`config.mk`:
```
export PLATFORM = sky130hd
export DESIGN_NAME = regfile_ctrl_flat
export DESIGN_NICKNAME = d
export VERILOG_FILES = /design/src/rtl/regfile_ctrl_pkg.sv /design/src/rtl/regfile_ctrl_if.sv /design/src/rtl/regfile_ctrl_alu.sv /design/src/rtl/regfile_ctrl.sv /design/src/flat_wrapper.sv
export SDC_FILE = /design/constraint.sdc
export NUM_CORES = 1
export LEC_CHECK = 0
export ABC_AREA = 1
export CELL_PAD_IN_SITES_DETAIL_PLACEMENT = 0
export CELL_PAD_IN_SITES_GLOBAL_PLACEMENT = 1
export CORE_MARGIN = 1.5
export CORE_UTILIZATION = 38
export CTS_BUF_LIST = sky130_fd_sc_hd__clkbuf_16
export CTS_CLUSTER_DIAMETER = 60
export DETAILED_ROUTE_END_ITERATION = 6
export PLACE_DENSITY = 0.86
export SLEW_MARGIN = 0
export SYNTH_ARGS = -nofsm -noshare
export SYNTH_HDL_FRONTEND = slang
export SYNTH_HIERARCHICAL = 1
export SYNTH_SLANG_ARGS = --single-unit
```
`constraint.sdc`:
```
create_clock -name clk -period 3.3 [get_ports clk]
set_input_delay 0.33 -clock clk [delete_from_list [all_inputs] [get_ports clk]]
set_output_delay 0.33 -clock clk [all_outputs]
set_load 0.03 [all_outputs]
```
`src/rtl/regfile_ctrl_pkg.sv`:
```
// Shared types and width constants for the regfile sequencing controller.
//   RC_W      data width of the 8-entry regfile
//   RC_RW     register index width
//   RC_IMM_W  MOVI immediate width
package regfile_ctrl_pkg;

   localparam int unsigned RC_W     = 16;
   localparam int unsigned RC_RW    = 3;
   localparam int unsigned RC_IMM_W = 8;

   typedef enum logic [2:0] {
      ST_IDLE  = 3'd0,
      ST_LOADA = 3'd1,
      ST_LOADB = 3'd2,
      ST_WRITE = 3'd3,
      ST_DONE  = 3'd4
   } rc_state_t;

   typedef enum logic [1:0] {
      OP_MOVI = 2'b00,
      OP_MOV  = 2'b01,
      OP_ADD  = 2'b10,
      OP_AND  = 2'b11
   } rc_op_t;

   // Micro-op captured at acceptance.
   typedef struct packed {
      rc_op_t                op;
      logic [RC_RW-1:0]      rd;
      logic [RC_RW-1:0]      rn;
      logic [RC_RW-1:0]      rm;
      logic [RC_IMM_W-1:0]   imm8;
   } rc_req_t;

endpackage

```
`src/rtl/regfile_ctrl_if.sv`:
```
// Regfile port bundle: one combinational read port, one clocked write port.
//   readnum     read index           (controller -> regfile)
//   writenum    write index          (controller -> regfile)
//   write       write enable         (controller -> regfile)
//   data_in     write data           (controller -> regfile)
//   rf_data_out read data            (regfile -> controller)
interface regfile_ctrl_if
   import regfile_ctrl_pkg::*;
#(
   parameter int unsigned W = RC_W
);
   logic [RC_RW-1:0] readnum;
   logic [RC_RW-1:0] writenum;
   logic             write;
   logic [W-1:0]     data_in;
   logic [W-1:0]     rf_data_out;

   modport master (
      output readnum, writenum, write, data_in,
      input  rf_data_out
   );

   modport slave (
      input  readnum, writenum, write, data_in,
      output rf_data_out
   );
endinterface

```
`src/rtl/regfile_ctrl_alu.sv`:
```
// rc_alu: combinational result and flags for one register-transfer micro-op.
//   op      micro-op encoding
//   a, b    latched operands
//   imm8    MOVI immediate (sign-extended to W)
//   result  value to write back
//   z, n    zero / negative flags of result
module rc_alu
   import regfile_ctrl_pkg::*;
#(
   parameter int unsigned W = RC_W
) (
   input  rc_op_t              op,
   input  logic [W-1:0]        a,
   input  logic [W-1:0]        b,
   input  logic [RC_IMM_W-1:0] imm8,
   output logic [W-1:0]        result,
   output logic                z,
   output logic                n
);

   always_comb begin
      result = '0;
      case (op)
         OP_MOVI: result = {{(W-RC_IMM_W){imm8[RC_IMM_W-1]}}, imm8};
         OP_MOV:  result = b;
         OP_ADD:  result = a + b;   // carry out intentionally dropped
         OP_AND:  result = a & b;
         default: result = '0;
      endcase
   end

   assign z = (result == '0);
   assign n = result[W-1];

endmodule

```
`src/rtl/regfile_ctrl.sv`:
```
// regfile_ctrl: executes one MOVI/MOV/ADD/AND micro-op per accepted start by
// reading operands through the single regfile read port, then writing back.
//   clk, reset        clock, synchronous active-high reset
//   start             request, sampled only in IDLE
//   op, rd, rn, rm    micro-op and register indices
//   imm8              MOVI immediate
//   rf                regfile bus (master side)
//   busy              high in every state but IDLE
//   done              one-cycle completion pulse
//   Z, N              flags of the last written result
module regfile_ctrl
   import regfile_ctrl_pkg::*;
#(
   parameter int unsigned W = RC_W
) (
   input  logic                clk,
   input  logic                reset,
   input  logic                start,
   input  logic [1:0]          op,
   input  logic [RC_RW-1:0]    rd,
   input  logic [RC_RW-1:0]    rn,
   input  logic [RC_RW-1:0]    rm,
   input  logic [RC_IMM_W-1:0] imm8,
   regfile_ctrl_if.master      rf,
   output logic                busy,
   output logic                done,
   output logic                Z,
   output logic                N
);

   rc_state_t        state;
   rc_req_t          req_q;
   rc_req_t          req_in;
   logic [W-1:0]     a_q;
   logic [W-1:0]     b_q;
   logic [RC_RW-1:0] readnum_q;
   logic [RC_RW-1:0] writenum_q;
   logic             write_q;
   logic [W-1:0]     data_in_q;
   logic             z_pend;
   logic             n_pend;

   rc_op_t           alu_op;
   logic [RC_IMM_W-1:0] alu_imm;
   logic [W-1:0]     alu_b;
   logic [W-1:0]     alu_res;
   logic             alu_z;
   logic             alu_n;

   assign req_in = '{op: rc_op_t'(op), rd: rd, rn: rn, rm: rm, imm8: imm8};

   // ALU evaluates the value that WRITE will present, one cycle early, so
   // data_in can be a register: from the live request for MOVI out of IDLE,
   // and from the read port for the operand being loaded in LOADB.
   assign alu_op  = (state == ST_IDLE) ? req_in.op   : req_q.op;
   assign alu_imm = (state == ST_IDLE) ? req_in.imm8 : req_q.imm8;
   assign alu_b   = (state == ST_LOADB) ? rf.rf_data_out : b_q;

   rc_alu #(.W(W)) u_alu (
      .op     (alu_op),
      .a      (a_q),
      .b      (alu_b),
      .imm8   (alu_imm),
      .result (alu_res),
      .z      (alu_z),
      .n      (alu_n)
   );

   // Sequencer with registered outputs decoded for the state being entered.
   always_ff @(posedge clk) begin
      if (reset) begin
         state      <= ST_IDLE;
         req_q      <= '0;
         a_q        <= '0;
         b_q        <= '0;
         readnum_q  <= '0;
         writenum_q <= '0;
         write_q    <= 1'b0;
         data_in_q  <= '0;
         z_pend     <= 1'b0;
         n_pend     <= 1'b0;
         busy       <= 1'b0;
         done       <= 1'b0;
         Z          <= 1'b0;
         N          <= 1'b0;
      end else begin
         readnum_q  <= '0;
         writenum_q <= '0;
         write_q    <= 1'b0;
         data_in_q  <= '0;
         done       <= 1'b0;
         case (state)
            ST_IDLE: begin
               if (start) begin
                  req_q <= req_in;
                  busy  <= 1'b1;
                  case (req_in.op)
                     OP_MOVI: begin
                        state      <= ST_WRITE;
                        write_q    <= 1'b1;
                        writenum_q <= req_in.rd;
                        data_in_q  <= alu_res;
                        z_pend     <= alu_z;
                        n_pend     <= alu_n;
                     end
                     OP_MOV: begin
                        state     <= ST_LOADB;
                        readnum_q <= req_in.rm;
                     end
                     default: begin
                        state     <= ST_LOADA;
                        readnum_q <= req_in.rn;
                     end
                  endcase
               end
            end
            ST_LOADA: begin
               a_q       <= rf.rf_data_out;
               state     <= ST_LOADB;
               readnum_q <= req_q.rm;
            end
            ST_LOADB: begin
               b_q        <= rf.rf_data_out;
               state      <= ST_WRITE;
               write_q    <= 1'b1;
               writenum_q <= req_q.rd;
               data_in_q  <= alu_res;
               z_pend     <= alu_z;
               n_pend     <= alu_n;
            end
            ST_WRITE: begin
               Z     <= z_pend;
               N     <= n_pend;
               state <= ST_DONE;
               done  <= 1'b1;
            end
            ST_DONE: begin
               state <= ST_IDLE;
               busy  <= 1'b0;
            end
            default: begin
               state <= ST_IDLE;
               busy  <= 1'b0;
            end
         endcase
      end
   end

   assign rf.readnum  = readnum_q;
   assign rf.writenum = writenum_q;
   assign rf.data_in  = data_in_q;
   // Reset in the WRITE cycle must block the regfile update at that same edge.
   assign rf.write    = write_q & ~reset;

endmodule

```
`src/flat_wrapper.sv`:
```
// flat-port wrapper written by rule: the top's interface ports become plain ports
module regfile_ctrl_flat import regfile_ctrl_pkg::*;
#(
   parameter int unsigned W = RC_W
)
  (clk, reset, start, op, rd, rn, rm, imm8, busy, done, Z, N, rf_readnum, rf_writenum, rf_write, rf_data_in, rf_rf_data_out);
  regfile_ctrl_if #(.W(W)) rf_i ();
  input  logic clk;
  input  logic reset;
  input  logic start;
  input  logic [1:0] op;
  input  logic [RC_RW-1:0] rd;
  input  logic [RC_RW-1:0] rn;
  input  logic [RC_RW-1:0] rm;
  input  logic [RC_IMM_W-1:0] imm8;
  output logic busy;
  output logic done;
  output logic Z;
  output logic N;
  output wire logic [$bits(rf_i.readnum)-1:0] rf_readnum;
  output wire logic [$bits(rf_i.writenum)-1:0] rf_writenum;
  output wire logic [$bits(rf_i.write)-1:0] rf_write;
  output wire logic [$bits(rf_i.data_in)-1:0] rf_data_in;
  input wire logic [$bits(rf_i.rf_data_out)-1:0] rf_rf_data_out;
  assign rf_readnum = rf_i.readnum;
  assign rf_writenum = rf_i.writenum;
  assign rf_write = rf_i.write;
  assign rf_data_in = rf_i.data_in;
  assign rf_i.rf_data_out = rf_rf_data_out;
  regfile_ctrl #(.W(W)) u_core (.clk(clk), .reset(reset), .start(start), .op(op), .rd(rd), .rn(rn), .rm(rm), .imm8(imm8), .rf(rf_i), .busy(busy), .done(done), .Z(Z), .N(N));
endmodule
```
==> reports/summary.md, run 1 <==
The final number of setup-violating endpoints came out at 0. The largest vdd supply drop is 0.000274 V. Clock skew on the completed layout was measured at 0.00975 ns.

Relative max-transition margin: 36.1%. Each instance of the synthesized netlist takes up on average 6.28 µm². The die covers 12500 µm².

TritonCTS built the clock tree. The setup slack after layout came out at 0.321 ns. The beginning of the worst register-to-register path is u_core/state[1]. For the maximum level of the CTS H-tree, the log shows 3.

The number of filler cells placed in the layout was 1226; the register area share after synthesis was 35.5%. The power share of the combinational group is 35.1%. The number of synthesized flops with an enable pin is 0, and the final global-route overflow total is 0.

The final route contains 4444 vias. In the final design database the tool counted 838 nets. The number of port buffers was 64; the number of cell instances on the worst register-to-register path was 20.

sky130_fd_sc_hd__dfxtp_1 takes more of the synthesized area than any other cell. The category of the critical setup timing path was flop to flop. Kind of end point of the critical path: a flop. The commonest register cell after synthesis was sky130_fd_sc_hd__dfxtp_1. In this run, CTS created clock tree buffers numbering 9.

The fraction of registers with async set or reset after synthesis was 0%. The critical path startpoint category is a flop. From bottom edge to top edge, the die measures 112 µm.

Net switching is 36.3% of the power. The total power per unit cell area was 598 nW/µm²; the routability-driven placement congestion ratio was 0.867. The HPWL after detailed placement is 9.30 mm. The routed design could run at a clock period as short as 2.98 ns. For the DRC violation count after routing, the log shows 6.

For the insertion delay to the later sink of the worst-skew pair, the log shows 0.35 ns. The run gives 21.2% as the global-route usage over all layers. Internal power comes to 2.15 mW. The total of cells resized after clock tree synthesis was 0; the number of stages on the worst hold path was 2.

For this design the total switching power over the nets is 1.22 mW. The tightest min-delay check is of the flop to flop type. The worst register-to-register path ends at u_core/z_pend. The I/O pin total is 65.

Along the worst path, the maximum fanout reaches 26. The core region is 11500 µm². At the pin with the least slew margin, the transition time is 0.957 ns. The count of nets left with antenna violations once routing finished came out at 0.

For the max-cap check violation count, the log shows 0. In the post-synthesis netlist, the biggest area contributors are sky130_fd_sc_hd__dfxtp_1, sky130_fd_sc_hd__nand2_1, sky130_fd_sc_hd__nor2_1. After synthesis, the netlist uses 30 different library cells. Of the post-synthesis cell area, the dominant cell type holds 35.5%. The area growth from synthesis to layout is 24.7%. Ratio of cells with drive above 1 in the final layout: 5.59%. The path with the worst hold slack has its endpoint at u_core/req_q[7]. After clock tree synthesis, the clock-pin slew on the worst setup and hold paths is 0.06 ns.

The post-CTS setup buffer count came out at 0. The first global-routing pass estimated 20.9 mm of wire. OpenSTA, run right after detailed placement, puts the worst setup slack at 0.144 ns.

The initial utilization of the core area, before any placement, comes to 39.2%. The number of synthesis warnings is 6. Across all register-to-register paths, the minimum setup slack is 0.32 ns. The power share of the sequential group is 33.3%.

After technology mapping, the gate count stands at 718. The tools report the clock root buffer as sky130_fd_sc_hd__clkbuf_16. The number of antenna diodes in the final layout is 0.

The pre-antenna-repair detailed-routing pass consisted of 6 iterations. The starting DRC count in detailed routing is 223, and the via density per instance is 4.78. The final setup TNS was 0 ns; the CTS sink count was 80. The final layout contains routed wiring with a total length of 12.3 mm. Entering global routing, the biggest net connects 28 pins. The number of antenna violations at the first check in global routing is 0, and the net count after synthesis is 773. The quantity of hold-fixing buffers added after cts was 0; the number of global-route vias before repair was 4399. Based on the critical path, the design can be clocked at up to 336 MHz. The netlist area before placement is 4510 µm². The horizontal die dimension works out to 112 µm. The worst hold path startpoint is u_core/req_q[7].

The final hold violation count came out at 0. The checks that failed: design-rule violations. For the max-slew violation count, the log shows 0. The flow ran to the end, but the final reports show violations.

At the worst endpoint, the required time is 3.58 ns. The longest clock path from root to sink contains 2 buffers. Counting flops and latches in the post-synthesis netlist gives 80. At the worst endpoint, the arrival time is 3.26 ns. Setup repair after global routing left no endpoint under its margin. The clock network burns 31.6% of the power.

The share of the clock period used by the worst path after layout was 90.3%. The number of rows in the core area was 39. In this run the static leakage power is 2.85 nW. Dividing the detail-routed wire length by the instance count gives 13.2 µm.
layout by cell type (no fill, tap or decap), drive strengths merged, types with 2 or more instances in the layout:
master,netlist,routed
nor2,134,134
clkdlybuf4s50,0,64
nand2,186,186
clkinv,0,2
a21oi,28,28
dfxtp,80,80
buf,15,13
nand4,5,5
nand3,51,51
inv,122,123
nand3b,5,5
a22o,5,5
o21ai,54,54
clkbuf,8,9
or2,4,4
bufinv,0,2
ha,16,16
metal layers:
| layer | up-vias | share of wire [%] | GRT usage [%] |
|---|---|---|---|
| met5 | - | 0 | 0 |
| met4 | 0 | 1.3 | 7.17 |
| met3 | 9 | 3.6 | 4.52 |
| met2 | 83 | 50 | 37.7 |
| met1 | 2013 | 45 | 25.3 |
| li1 | 2339 | - | - |
cell families (layout without fill, tap and decap cells):
kind of cell             count (synthesis)  count (layout)  synth area share, %
AO/OA/AOI/OAI                           89              89                 10.4
adder cells (fa/ha/maj)                 17              17                 4.88
buffers and inverters                  145             214                 13.2
flip-flops                              80              80                 35.5
AND/OR/NAND/NOR                        387             387                 36.0
layout make-up:
cell class,count,area [µm²],area share (%)
multi-input cells,493,2340,41.6
flip-flops and latches,80,1600,28.5
repair buffers,77,738,13.1
inverters,122,458,8.14
clock buffers,9,225,4.00
well taps,143,179,3.18
clock inverters,6,83.8,1.49
state kept, by name, summed over array words and instances (netlist names):
name	count
u_core/rf.readnum	3
u_core/state	3
u_core/a_q	16
u_core/rf.data_in	16
u_core/Z	1
u_core/write_q	1
u_core/N	1
u_core/done	1
u_core/rf.writenum	3
u_core/n_pend	1
u_core/req_q	16
u_core/b_q	16
u_core/z_pend	1
u_core/busy	1
how the worst max path moves through the flow:
stage,startpoint,endpoint,slack (ns)
finish,u_core/state[1],u_core/z_pend,0.32
global route,u_core/state[1],u_core/z_pend,0.003
CTS,u_core/state[2],u_core/z_pend,0.12
detailed placement,u_core/state[2],u_core/z_pend,0.14
global placement,u_core/state[2],u_core/z_pend,0.22
floorplan,u_core/state[2],u_core/z_pend,0.51
cell usage after synthesis, types with 2 or more instances:
master	n
sky130_fd_sc_hd__nand2_1	182
sky130_fd_sc_hd__nor2_1	130
sky130_fd_sc_hd__inv_1	117
sky130_fd_sc_hd__dfxtp_1	80
sky130_fd_sc_hd__nand3_1	51
sky130_fd_sc_hd__o21ai_0	51
sky130_fd_sc_hd__a21oi_1	28
sky130_fd_sc_hd__ha_1	16
sky130_fd_sc_hd__clkbuf_1	7
sky130_fd_sc_hd__buf_2	6
sky130_fd_sc_hd__a22o_1	5
sky130_fd_sc_hd__buf_4	5
sky130_fd_sc_hd__inv_2	5
sky130_fd_sc_hd__nand3b_1	5
sky130_fd_sc_hd__nand4_1	5
sky130_fd_sc_hd__buf_6	3
sky130_fd_sc_hd__nor2_4	3
sky130_fd_sc_hd__o21ai_1	3
sky130_fd_sc_hd__or2_2	3
sky130_fd_sc_hd__nand2_2	2
sky130_fd_sc_hd__nand2_4	2
power groups by stage:
stage / Clock, mW / Combinational (mW) / Sequential (mW)
3_3_place_gp: 0 / 1.16 / 1.14
5_1_grt: 1.13 / 1.35 / 1.13
3_5_place_dp: 0 / 1.17 / 1.14
4_1_cts: 1.10 / 1.17 / 1.12
6_report: 1.06 / 1.18 / 1.12
2_1_floorplan: 0 / 0.797 / 1.17
through the flow:
stage / util, % / power (mW) / instances / hold WS (ns) / cell area (µm²)
detailed placement: 45.9 / 2.31 / 915 / 0.452 / 5290
floorplan: - / 1.96 / 718 / 0.439 / 4510
CTS: 48.6 / 3.39 / 930 / 0.462 / 5600
global route: 48.9 / 3.61 / 930 / 0.474 / 5630
global placement: 45.9 / 2.30 / 915 / 0.449 / 5290
finish: 48.9 / 3.37 / 930 / 0.460 / 5630
worst max-delay path, stage by stage (launching register included):
cell,delay (ns)
sky130_fd_sc_hd__dfxtp_1,0.53
sky130_fd_sc_hd__nand2_8,0.18
sky130_fd_sc_hd__o21ai_1,0.19
sky130_fd_sc_hd__inv_1,0.08
sky130_fd_sc_hd__ha_1,0.23
sky130_fd_sc_hd__fa_1,0.41
sky130_fd_sc_hd__nand2_1,0.10
sky130_fd_sc_hd__nand2_1,0.09
sky130_fd_sc_hd__nand3b_1,0.14
sky130_fd_sc_hd__nand2_1,0.08
sky130_fd_sc_hd__nand2_1,0.09
sky130_fd_sc_hd__nand3_1,0.08
sky130_fd_sc_hd__nand3_1,0.09
sky130_fd_sc_hd__nand2_1,0.05
sky130_fd_sc_hd__nor2_1,0.12
sky130_fd_sc_hd__nand3_1,0.09
sky130_fd_sc_hd__nor2_1,0.11
sky130_fd_sc_hd__inv_1,0.05
sky130_fd_sc_hd__nand2_1,0.06
sky130_fd_sc_hd__nand2_1,0.05
sky130_fd_sc_hd__nor2_1,0.11
No activity file was read; power rests on OpenSTA's default activity.
==> run 2: changes to the inputs <==
- PLACE_DENSITY: 0.86 -> 0.85
==> run 2 against run 1 <==
- the run still ends with design-rule violations left
- routed wire length is 0.93% lower
- first-iteration DRC count is 4.5% higher
- final cell count stayed put
- fmax is 1.2% higher
- largest cell class unchanged
- flip-flop and latch count stayed put
- critical path depth is 2 higher
- clock power is 5% lower
- highest routed layer unchanged
- clock-buffer cell count stayed put
- largest power group unchanged
- setup slack better by 0.036 ns
- sequential share of layout area is 0.14 points higher
- register-to-register slack better by 0.04 ns
==> reports/summary.md, run 2 (same netlist as run 1, synthesis figures left out) <==
The run finished, with violations left. The checks that failed: design-rule violations. The clock network burns 30.5% of the power.

The overall die height works out to 112 µm. The library cell used most frequently in the layout, excluding fill and tap cells, is sky130_fd_sc_hd__nand2_1. The tools report the relative max-transition margin as 40.3%. Setup repair after global routing left no endpoint under its margin. The switching power share of the total is 37.3%. Critical path startpoint category: a flop. STA puts the critical path data required time at 3.59 ns. The worst path needs 2.94 ns of the cycle, external delays included. The tools report the clock root buffer as sky130_fd_sc_hd__clkbuf_16. Clock skew on the completed layout was measured at 0.00618 ns.

The DRC violation count after routing was 12; the final setup TNS was 0 ns. The max-cap check violation count was 0. Compared with the post-synthesis result, the final layout area differs by 24.2%. The core area was 11500 µm². Across the VDD grid, the largest voltage drop is 0.000344 V.

The slew of the pin with the lowest slew margin is 0.894 ns, and the total internal power is 2.08 mW. The routing usage on met3 is 5.44%. The clock drives 80 sinks. The most crowded layer after global routing is met2. For this run, global-route usage on met2 was measured as 36.7%. The min-delay analysis places its worst path in the category flop to flop. The clock passes through at most 2 buffers. The tools report the starting DRC count in detailed routing as 233. The average wire per standard cell was 13.1 µm; the routability-driven placement congestion ratio was 0.871. For this run, global-route usage on met1 was measured as 24.0%. The filler cells instantiated in the layout total 1197.

After detailed routing, the total wire length is 12.2 mm. Including well taps, the total number of placed cells is 913. The final HPWL from detailed placement was 9.22 mm; the worst hold slack was 0.460 ns. Cells with a size suffix above 1 make up 6.23% of the layout.

The number of antenna violations at the first check in global routing was 0. TritonCTS built the clock tree. The effective utilization at floorplan is 39.2%. Across every metal layer, demand over resource in global routing totals 20.5%. The logs give 20.4 mm for the global-route wire length before repair and 35.7% for the power share of the combinational group. The number of port buffers is 64.

Of the available clock period, the critical path in the final layout requires 89.2%. For the max-slew violation count, the log shows 0. The number of iterations in the first detailed-routing pass is 6, and the maximum level of the CTS H-tree is 3.

Number of global-route vias before repair: 4328. In this run the power density over the cells is 591 nW/µm². The routed layout has 4481 vias. Of all nets on the critical path, the largest fanout is 34. Leaving out fill and tap cells, the most frequent cells in the layout are sky130_fd_sc_hd__nand2_1, sky130_fd_sc_hd__nor2_1, sky130_fd_sc_hd__inv_1. Once detail routing completed, the nets flagged for antenna violations numbered 0. In this run, CTS created clock tree buffers numbering 9. STA classifies the critical path endpoint as a flop.

At the end of the flow, the number of nets in the layout was 837. The quantity of hold-fixing buffers added after cts is 0, and the leakage power of the design is 2.84 nW. The category of the critical setup timing path was flop to flop. OpenSTA, run right after detailed placement, puts the worst setup slack at 0.182 ns. For this run, the number of standard cells in the final layout without fillers is 930. The floorplan has 39 rows.

For the pin count of the biggest net entering global routing, the log shows 35. In this run the power spent charging and discharging nets is 1.23 mW. For this run, the top clock speed supported by timing is 340 MHz. The share of total power dissipated in sequential elements is 33.8%. From left edge to right edge, the die measures 112 µm.

The via density per instance is 4.82. The antenna diode count was 0. For the worst-skew pair, the clock arrives at the later sink with an insertion delay of 0.35 ns. The floorplan step defined a die boundary enclosing 12500 µm².

The final global-route overflow total was 0; the final hold violation count was 0. The arrival time reported for the critical path endpoint is 3.23 ns, and the clock slew at the register clock pins of the worst setup and hold paths is 0.06 ns. In the post-route analysis, the smallest setup slack over all paths is 0.357 ns. The final number of setup-violating endpoints was 0; the I/O pin total was 65.
-- run 2: final timing paths --
| path | cells past startpoint | from | slack, ns | to |
|---|---|---|---|---|
| worst min register to register | 2 | u_core/req_q[0] | 0.46 | u_core/req_q[0] |
| worst max-delay path | 22 | u_core/state[0] | 0.36 | u_core/z_pend |
| worst min-delay path | 2 | u_core/req_q[0] | 0.46 | u_core/req_q[0] |
| worst max register to register | 22 | u_core/state[0] | 0.36 | u_core/z_pend |
-- run 2: metrics by stage --
step                area [µm²]  util [%]  total power, mW
floorplan                 4510         -             1.96
finish                    5600      48.7             3.31
global placement          5290      45.9             2.30
CTS                       5590      48.5             3.33
global route              5600      48.7             3.56
detailed placement        5290      45.9             2.30
-- run 2: worst max-delay path, stage by stage (launching register included) --
cell and delay [ns]:
sky130_fd_sc_hd__dfxtp_1 0.33, sky130_fd_sc_hd__nor2_4 0.12, sky130_fd_sc_hd__nand2_2 0.08, sky130_fd_sc_hd__buf_12 0.17, sky130_fd_sc_hd__o21ai_1 0.16, sky130_fd_sc_hd__inv_1 0.08, sky130_fd_sc_hd__ha_1 0.23, sky130_fd_sc_hd__fa_2 0.37
sky130_fd_sc_hd__nand2_1 0.10, sky130_fd_sc_hd__nand2_1 0.09, sky130_fd_sc_hd__nand3b_1 0.15, sky130_fd_sc_hd__nand2_1 0.09, sky130_fd_sc_hd__nand2_1 0.08, sky130_fd_sc_hd__nand3_1 0.07, sky130_fd_sc_hd__nand3_1 0.09, sky130_fd_sc_hd__nand2_1 0.06
sky130_fd_sc_hd__nor2_1 0.13, sky130_fd_sc_hd__nand3_1 0.10, sky130_fd_sc_hd__nor2_1 0.11, sky130_fd_sc_hd__inv_1 0.04, sky130_fd_sc_hd__nand2_1 0.05, sky130_fd_sc_hd__nand2_1 0.05, sky130_fd_sc_hd__nor2_1 0.12
-- run 2: final cells by class --
type	instances	area, µm²	area share (%)
multi-input cells	493	2320	41.5
well taps	143	179	3.19
inverters	122	458	8.17
flip-flops and latches	80	1600	28.6
repair buffers	76	743	13.3
clock inverters	7	71.3	1.27
clock buffers	9	225	4.02
-- run 2: timing repair --
item,in CTS,in global routing
endpoints found under the setup margin,0,1
resized for setup,0,14
buffers inserted,0,1
-- run 2: routing by layer --
layer / up-vias / part of all wire, %
li1: 2338 / -
met1: 2027 / 45
met2: 94 / 48
met3: 22 / 4.9
met4: 0 / 2.2
met5: - / 0
-- run 2: power by group through the flow --
stage | registers, mW | logic (mW) | clock network, mW
2_1_floorplan | 1.17 | 0.797 | 0
3_3_place_gp | 1.14 | 1.16 | 0
3_5_place_dp | 1.14 | 1.16 | 0
4_1_cts | 1.12 | 1.17 | 1.04
5_1_grt | 1.13 | 1.35 | 1.08
6_report | 1.12 | 1.18 | 1.01
